File: src/rtl/bg_mosaic_hold.sv
// -----------------------------------------------------------------------------
// bg_mosaic_hold
//
// Per-BG mosaic sample-and-hold stage. It sits between the BG fetch/decode
// outputs and the priority/colour-math mixer and adds one dot of latency.
// When the mosaic controller flags the first dot of a horizontal mosaic block
// (pixel_strobe), or when the active display period starts (period_start),
// every layer's pixel word is captured. Layers with mosaic in effect then
// replay the captured word for the rest of the block. Other layers pass
// straight through, one dot late.
//
// Mosaic configuration (size, per-layer enable, optional hi-res) is shadowed
// at the start of each scanline. Writes made in the middle of a line only
// take effect at the next newline.
//
// Optional feature: define MOSAIC_HIRES_EN to add the hi-res sub-pixel path
// (ports hires, pix_sub_in, pix_sub_out). In a hi-res line, a layer with
// mosaic in effect shows the left (sub) half-dot sample on both outputs.
//
// Ports
//   clk            system clock
//   reset_n        asynchronous active-low reset
//   dot_en         dot clock enable; no state changes while low
//   newline        start of scanline (qualified by dot_en)
//   period_start   start of active display on this line (forces a capture)
//   pixel_strobe   first dot of a horizontal mosaic block
//   cfg_size       mosaic size register (block width = cfg_size+1 dots)
//   cfg_enable     per-layer mosaic enable bits (bit i = BG i+1)
//   pix_in         unmosaiced pixels, layer i at [i*PIX_W +: PIX_W]
//   pix_out        mosaiced pixels, same packing, registered
//   mosaic_active  per-layer effective mosaic state, changes only at newline
//   hires          (MOSAIC_HIRES_EN) hi-res mode, shadowed at newline
//   pix_sub_in     (MOSAIC_HIRES_EN) left half-dot pixels, same packing
//   pix_sub_out    (MOSAIC_HIRES_EN) mosaiced sub pixels, registered
// -----------------------------------------------------------------------------
module bg_mosaic_hold #(
  parameter int NUM_BG = 4,
  parameter int PIX_W  = 12
) (
  input  logic                    clk,
  input  logic                    reset_n,
  input  logic                    dot_en,
  input  logic                    newline,
  input  logic                    period_start,
  input  logic                    pixel_strobe,
  input  logic [3:0]              cfg_size,
  input  logic [NUM_BG-1:0]       cfg_enable,
  input  logic [NUM_BG*PIX_W-1:0] pix_in,
`ifdef MOSAIC_HIRES_EN
  input  logic                    hires,
  input  logic [NUM_BG*PIX_W-1:0] pix_sub_in,
  output logic [NUM_BG*PIX_W-1:0] pix_sub_out,
`endif
  output logic [NUM_BG*PIX_W-1:0] pix_out,
  output logic [NUM_BG-1:0]       mosaic_active
);

  typedef logic [NUM_BG-1:0][PIX_W-1:0] pix_vec_t;

  // Shadowed configuration.
  logic [3:0]        size_q, size_d;
  logic [NUM_BG-1:0] en_q, en_d;

  // Per-layer hold registers and the output register.
  pix_vec_t hold_q, hold_d;
  pix_vec_t pix_out_q, pix_out_d;

  pix_vec_t pix_in_a;
  logic [NUM_BG-1:0] act;
  logic capture;

  assign pix_in_a = pix_in;
  assign capture  = period_start | pixel_strobe;

  // A mosaic size of 0 means 1-dot blocks. That is the same as no mosaic.
  // act is derived only from the shadow registers, so it can change only
  // at newline or reset.
  assign act = en_q & {NUM_BG{size_q != 4'd0}};

`ifdef MOSAIC_HIRES_EN
  logic     hires_q, hires_d;
  pix_vec_t hold_sub_q, hold_sub_d;
  pix_vec_t pix_sub_out_q, pix_sub_out_d;
  pix_vec_t pix_sub_in_a;

  assign pix_sub_in_a = pix_sub_in;
  assign pix_sub_out  = pix_sub_out_q;
`endif

  // Next-state logic. On a newline dot, act still holds the OLD
  // configuration. A capture on that dot therefore uses the pre-latch state,
  // and the new configuration applies from the following dot.
  always_comb begin
    // NOTE: every signal gets a default before any branch so no latch is inferred.
    size_d    = size_q;
    en_d      = en_q;
    hold_d    = hold_q;
    pix_out_d = pix_out_q;
`ifdef MOSAIC_HIRES_EN
    hires_d       = hires_q;
    hold_sub_d    = hold_sub_q;
    pix_sub_out_d = pix_sub_out_q;
`endif
    if (dot_en) begin
      if (newline) begin
        size_d = cfg_size;
        en_d   = cfg_enable;
`ifdef MOSAIC_HIRES_EN
        hires_d = hires;
`endif
      end
      for (int i = 0; i < NUM_BG; i++) begin
        // Hold registers capture on every capture dot, whether or not the
        // layer is active. A layer that gets enabled at newline therefore
        // always has a valid sample.
        if (capture) begin
          hold_d[i] = pix_in_a[i];
        end
        pix_out_d[i] = (act[i] && !capture) ? hold_q[i] : pix_in_a[i];
`ifdef MOSAIC_HIRES_EN
        if (capture) begin
          hold_sub_d[i] = pix_sub_in_a[i];
        end
        if (hires_q && act[i]) begin
          // Hi-res mosaic: the left half-dot sample fills the whole block.
          pix_out_d[i]     = capture ? pix_sub_in_a[i] : hold_sub_q[i];
          pix_sub_out_d[i] = capture ? pix_sub_in_a[i] : hold_sub_q[i];
        end else begin
          pix_sub_out_d[i] = pix_sub_in_a[i];
        end
`endif
      end
    end
  end

  // The hold registers are reset along with everything else. After a
  // mid-line reset, a replayed value is then a defined 0 rather than stale
  // data.
  always_ff @(posedge clk or negedge reset_n) begin
    if (!reset_n) begin
      size_q    <= '0;
      en_q      <= '0;
      hold_q    <= '0;
      pix_out_q <= '0;
`ifdef MOSAIC_HIRES_EN
      hires_q       <= 1'b0;
      hold_sub_q    <= '0;
      pix_sub_out_q <= '0;
`endif
    end else begin
      // NOTE: sequential state uses non-blocking assignments so all registers update together.
      size_q    <= size_d;
      en_q      <= en_d;
      hold_q    <= hold_d;
      pix_out_q <= pix_out_d;
`ifdef MOSAIC_HIRES_EN
      hires_q       <= hires_d;
      hold_sub_q    <= hold_sub_d;
      pix_sub_out_q <= pix_sub_out_d;
`endif
    end
  end

  assign pix_out       = pix_out_q;
  assign mosaic_active = act;

endmodule

File: config.mk
export PLATFORM = sky130hd
export DESIGN_NAME = bg_mosaic_hold
export DESIGN_NICKNAME = d
export VERILOG_FILES = /design/src/rtl/bg_mosaic_hold.sv
export SDC_FILE = /design/constraint.sdc
export NUM_CORES = 1
export LEC_CHECK = 0
export CAP_MARGIN = 20
export CELL_PAD_IN_SITES_DETAIL_PLACEMENT = 1
export CELL_PAD_IN_SITES_GLOBAL_PLACEMENT = 1
export CORE_ASPECT_RATIO = 0.9
export CORE_MARGIN = 2
export CORE_UTILIZATION = 41
export DETAILED_ROUTE_END_ITERATION = 7
export GPL_TIMING_DRIVEN = 0
export PLACE_DENSITY_LB_ADDON = 0.1
export REMOVE_ABC_BUFFERS = 1
export SLEW_MARGIN = 20
export SYNTH_ARGS = -nofsm -noshare
export SYNTH_HDL_FRONTEND = slang
export SYNTH_SLANG_ARGS = --single-unit
File: constraint.sdc
create_clock -name clk -period 4.9 [get_ports clk]
set_input_delay 0.735 -clock clk [delete_from_list [all_inputs] [get_ports clk]]
set_output_delay 0.735 -clock clk [all_outputs]
set_load 0.01 [all_outputs]
==> reports/qor.yml, run 1 <==
hold_violations: 0
highest_layer: "met4"
h-tree-depth: 3
yosysTopAreaCell: "dfrtp_1"
regToRegStartpoint: "size_q[1]"
intPower_w: 0.00173
syn-cell-area_mm2: 0.00460
postCtsSetupBuffers: 0
cts_sinks: 104
fmax_mhz: 318
leakagePower_nw: 2.42
final_util_pct: 57.4
grt_max_degree: 75
antenna_left: 0
hold_buffers: 0
die_area_mm2: 0.0121
cp-start-kind: "flop"
synth_edf_count: 0
gp_congestion: 0.719
numCtsBuffers: 9
power_frac_seq_pct: 45.5
postLayoutSetupSlackWorst_ns: 1.76
grtUsageTotal_pct: 22.3
cts_tree: "yes"
postSynthCellCount: 405
arrival_ns: 2.41
finClkSkew_ns: 0.00584
routed_wl_um: 13100
status: "finished clean"
wl_met2_um: 6670
yosys_warnings: 0
vias_per_cell: 5.63
ys_ff_latch: 104
grt_overflow: 0
drt-met1-wl_um: 5650
initial_core_util_pct: 42.2
avgSynthCellArea_um2: 11.4
grt_setup_unrepaired: "false"
dp_cells: 641
final.setup.tns_ns: 0
drive_gt1_share_pct: 17.1
antenna_found_initial: 0
antenna_cells: 0
finalNonFillerCells: 656
dp_slack_ns: 2.13
combPwrFrac_pct: 19.3
clk_pin_slew_ns: 0.07
die_h_um: 104
p_sw_share_pct: 25.4
grt_pass1_vias: 3960
endpoint_kind: "output port"
synth_top_cells_by_count: "dfrtp_1 (104), mux2_2 (56), nor2_1 (49)"
yosysMostFrequentCell: "dfrtp_1"
async_flop_share_pct: 100
synth_top_cell_area_share_pct: 56.6
hp-class: "in2async"
portBuffers: 113
cts_resized: 0
cts_root_buf: "clkbuf_16"
period_needed_ns: 3.14
cts_buffer_depth: 2
wl_per_cell_um: 19.9
grt_pass1_wl_um: 20800
io_pins: 114
vias: 3695
nets: 562
slew_violations: 0
clk_latency_ns: 0.34
drc_errors: 0
dp_hpwl_um: 8320
coreArea_mm2: 0.0109
slew_headroom_pct: 57.1
path_class: "reg2out"
drt_iter0_drc: 192
ys_top_cells_by_area: "dfrtp_1 (57%), mux2_2 (14%), a31oi_1 (6.5%)"
routed-wl-met3_um: 638
peakVddDrop_mv: 0.235
setup_viol: 0
power.density_mw_per_mm2: 370
area_growth_syn_to_layout_pct: 36.1
yosys_most_used_dff: "dfrtp_1"
yosysSeqAreaShare_pct: 56.6
synth_cell_types: 18
row_count: 36
drv_cap: 0
p_sw_w: 0.000589
drt-pass1-iter-count: 4
r2r_cells: 6
worst_pin_slew_ns: 0.643
required_ns: 4.16
die_x_um: 116
p_clk_share_pct: 35.3
post-route-period-util_pct: 64.1
crit_start: "size_q[1]"
path_max_fanout: 52
==> registers in the layout (all words and copies together) (netlist names) <==
register / cells
en_q: 4
hold_q: 48
size_q: 4
pix_out: 48
==> through the flow <==
stage / instance area [um2] / power [W] / hold WS (ns)
2_1_floorplan: 4350 / 0.00123 / 0.439
3_5_place_dp: 5920 / 0.00152 / 0.494
4_1_cts: 6260 / 0.00234 / 0.276
5_1_grt: 6260 / 0.00242 / 0.283
3_3_place_gp: 5670 / 0.00148 / 0.487
6_report: 6260 / 0.00232 / 0.266
==> cells by family after synthesis <==
group | Yosys count | share of synthesized area (%)
mux | 56 | 13.7
simple gates | 108 | 12.4
compound gates | 97 | 11.9
flops | 104 | 56.6
buf+inv | 40 | 5.39
==> layout make-up <==
cell class / instances / area (um2)
clock inverters: 3 / 90.1
fillers: 1142 / 4640
flip-flops and latches: 104 / 2600
clock buffers: 12 / 246
multi-input cells: 261 / 1780
repair buffers: 124 / 1350
well taps: 152 / 190
==> critical path: stages (launching register included) <==
cell and delay [ns]:
dfrtp_1 0.42, or4_4 0.87, and2_1 0.29, clkdlybuf4s50_1 0.47
==> path summary, 6_finish.rpt <==
path / to / slack (ns)
max reg2reg: pix_out[9] / 2.94
min: pix_out[13] / 0.27
max in group asynchronous: en_q[1] / 3.95
min in group clk: hold_q[40] / 0.51
min reg2reg: hold_q[40] / 0.51
max: mosaic_active[0] / 1.76
==> placed cells by master (no fill, tap or decap) <==
cell type	netlist	routed
a31oi_1	48	48
and2_1	4	4
buf_16	0	6
buf_4	2	2
buf_6	4	4
buf_8	4	1
bufinv_16	0	3
clkbuf_1	18	2
clkbuf_16	0	9
clkbuf_8	0	1
clkdlybuf4s50_1	0	111
dfrtp_1	104	104
mux2_2	56	56
nand2_1	1	1
nand4_1	48	48
nor2_1	49	48
nor2_4	0	1
nor4_4	0	1
o21ai_0	40	40
o21ai_1	9	8
o21ai_4	0	1
or3b_1	4	4
or4_4	1	1
==> routing by layer <==
metal  GRT usage [%]  vias to the layer above
met5               0                        -
met4            5.02                        0
met3            5.42                        7
met2            38.5                       87
met1            28.1                     1906
li1                -                     1695
==> power groups by stage <==
stage / clock network, W / logic, W / registers (W)
6_report: 0.000816 / 0.000446 / 0.00105
4_1_cts: 0.000834 / 0.000453 / 0.00105
3_3_place_gp: 0 / 0.000419 / 0.00106
3_5_place_dp: 0 / 0.000449 / 0.00107
5_1_grt: 0.000867 / 0.000485 / 0.00107
2_1_floorplan: 0 / 0.000165 / 0.00106
Power figures use the tool's default switching activity.
==> run 2: changes to the inputs <==
CORE_UTILIZATION = 35   (was 41)
clock period = 2.6 ns   (was 4.9 ns; I/O delays follow)
==> run 2 against run 1 <==
  * Sequential cell count did not move
  * Sequential share of layout area rose by 0.60 points
  * Register-to-register slack got worse by 2.4 ns
  * Count of clock-buffer cells in the layout did not move
  * Power rose by 77%
  * Critical path depth did not move
  * Worst setup slack got worse by 1.7 ns
  * Largest power group unchanged
  * Highest routed layer unchanged
==> reports/qor.yml, run 2 (synthesized netlist as in run 1, its figures left out) <==
slew_headroom_pct: 49.9
r2r_cells: 3
dp_cells: 650
seq_area_mm2: 0.00261
row_count: 39
worst_pin_slew_ns: 0.750
cts_buffer_depth: 2
die_x_um: 125
numCtsBuffers: 9
drc_errors: 0
hold_buffers: 0
cp-start-kind: "flop"
vias_per_cell: 5.55
clk_latency_ns: 0.35
drive_gt1_share_pct: 17.5
gp_congestion: 0.708
postLayoutSetupSlackWorst_ns: 0.0528
final_cell_mix: "clkdlybuf4s50_1 (111), dfrtp_1 (102), mux2_2 (56)"
hp-class: "in2async"
setup_viol: 0
endpoint_kind: "output port"
status: "finished clean"
finClkSkew_ns: 0.00641
rrSetupSlack_ns: 0.59
slew_violations: 0
h-tree-depth: 3
die_h_um: 113
regToRegStartpoint: "size_q[3]"
drt-pass1-iter-count: 4
r2r-end: "pix_out[17]"
dp_hpwl_um: 8220
area_growth_syn_to_layout_pct: 34.3
grt_setup_unrepaired: "false"
coreArea_mm2: 0.0128
hold_violations: 0
grt_pass1_wl_um: 22000
cts_tree: "yes"
wl_per_cell_um: 20.5
antenna_found_initial: 0
fillerInstances: 1372
arrival_ns: 2.16
path_max_fanout: 8
leakagePower_nw: 2.37
path_class: "reg2out"
period_needed_ns: 2.55
io_pins: 114
drv_cap: 0
multi_input_area_mm2: 0.00179
vias: 3704
antenna_left: 0
post-route-period-util_pct: 98.0
antenna_cells: 0
peakVddDrop_mv: 0.386
fmax_mhz: 393
die_area_mm2: 0.0141
dp_slack_ns: 0.161
routed_wl_um: 13700
post_dp_cell_area_mm2: 0.00588
grt_overflow: 0
cts_root_buf: "clkbuf_16"
required_ns: 2.21
cts_sinks: 104
stdcell_area_mm2: 0.00617
initial_core_util_pct: 36.0
finalNonFillerCells: 667
grt_pass1_vias: 3985
portBuffers: 113
clk_pin_slew_ns: 0.07
power_w: 0.00409
power.density_mw_per_mm2: 662
layout_commonest_cell: "clkdlybuf4s50_1"
grt_max_degree: 61
drt_iter0_drc: 173
grtUsageTotal_pct: 19.9
nets: 563
-- run 2: power by group --
part           total (W)  switching [W]  internal [W]
logic           0.000837       0.000374      0.000463
registers        0.00199       0.000167       0.00182
clock network    0.00126       0.000575      0.000685
-- run 2: repair_timing --
item | 4_1_cts | 5_1_grt
gates cloned | 2 | 0
gates resized for setup | 0 | 2
setup endpoints to repair | 4 | 4
pin swaps | 1 | 1
buffers inserted | 2 | 0
-- run 2: how the worst max path moves through the flow --
stage	slack (ns)	end	startpoint	cells past startpoint
global route	0.005	mosaic_active[2]	size_q[1]	3
global placement	-6.20	hold_q[1]	dot_en	3
CTS	0.004	mosaic_active[1]	size_q[3]	3
floorplan	-0.52	hold_q[0]	pixel_strobe	2
detailed placement	0.16	mosaic_active[1]	size_q[1]	3
finish	0.05	mosaic_active[1]	size_q[1]	3
-- run 2: cell type report --
type,count,share of cell area (%)
Clock inverter,1,0.0811
Tap cell,164,3.32
Clock buffer,12,4.15
Timing Repair Buffer,123,21.2
Multi-Input combinational cell,263,29.0
Sequential cell,104,42.2
-- run 2: critical path, cell delays in order, from the launching register on --
cell and delay [ns]:
dfrtp_2 0.45, or4_4 0.67, and2_1 0.21, clkdlybuf4s50_1 0.47
-- run 2: per-stage QoR --
stage	utilization (%)	hold WS [ns]	TNS [ns]
floorplan	-	0.0944	-24.77
global placement	44.5	0.487	-731.37
detailed placement	46.0	0.428	0
CTS	48.3	0.0546	0
global route	48.3	0.0693	0
finish	48.3	0.0381	0
-- run 2: metal layers --
layer | routed length, um | global-route usage, % | part of all wire, % | vias up
met2 | 6340 | 31.7 | 46 | 92
li1 | - | - | - | 1705
met1 | 6430 | 27.1 | 47 | 1897
met3 | 738 | 6.19 | 5.4 | 10
met5 | 0 | 0 | 0 | -
met4 | 138 | 4.22 | 1.0 | 0
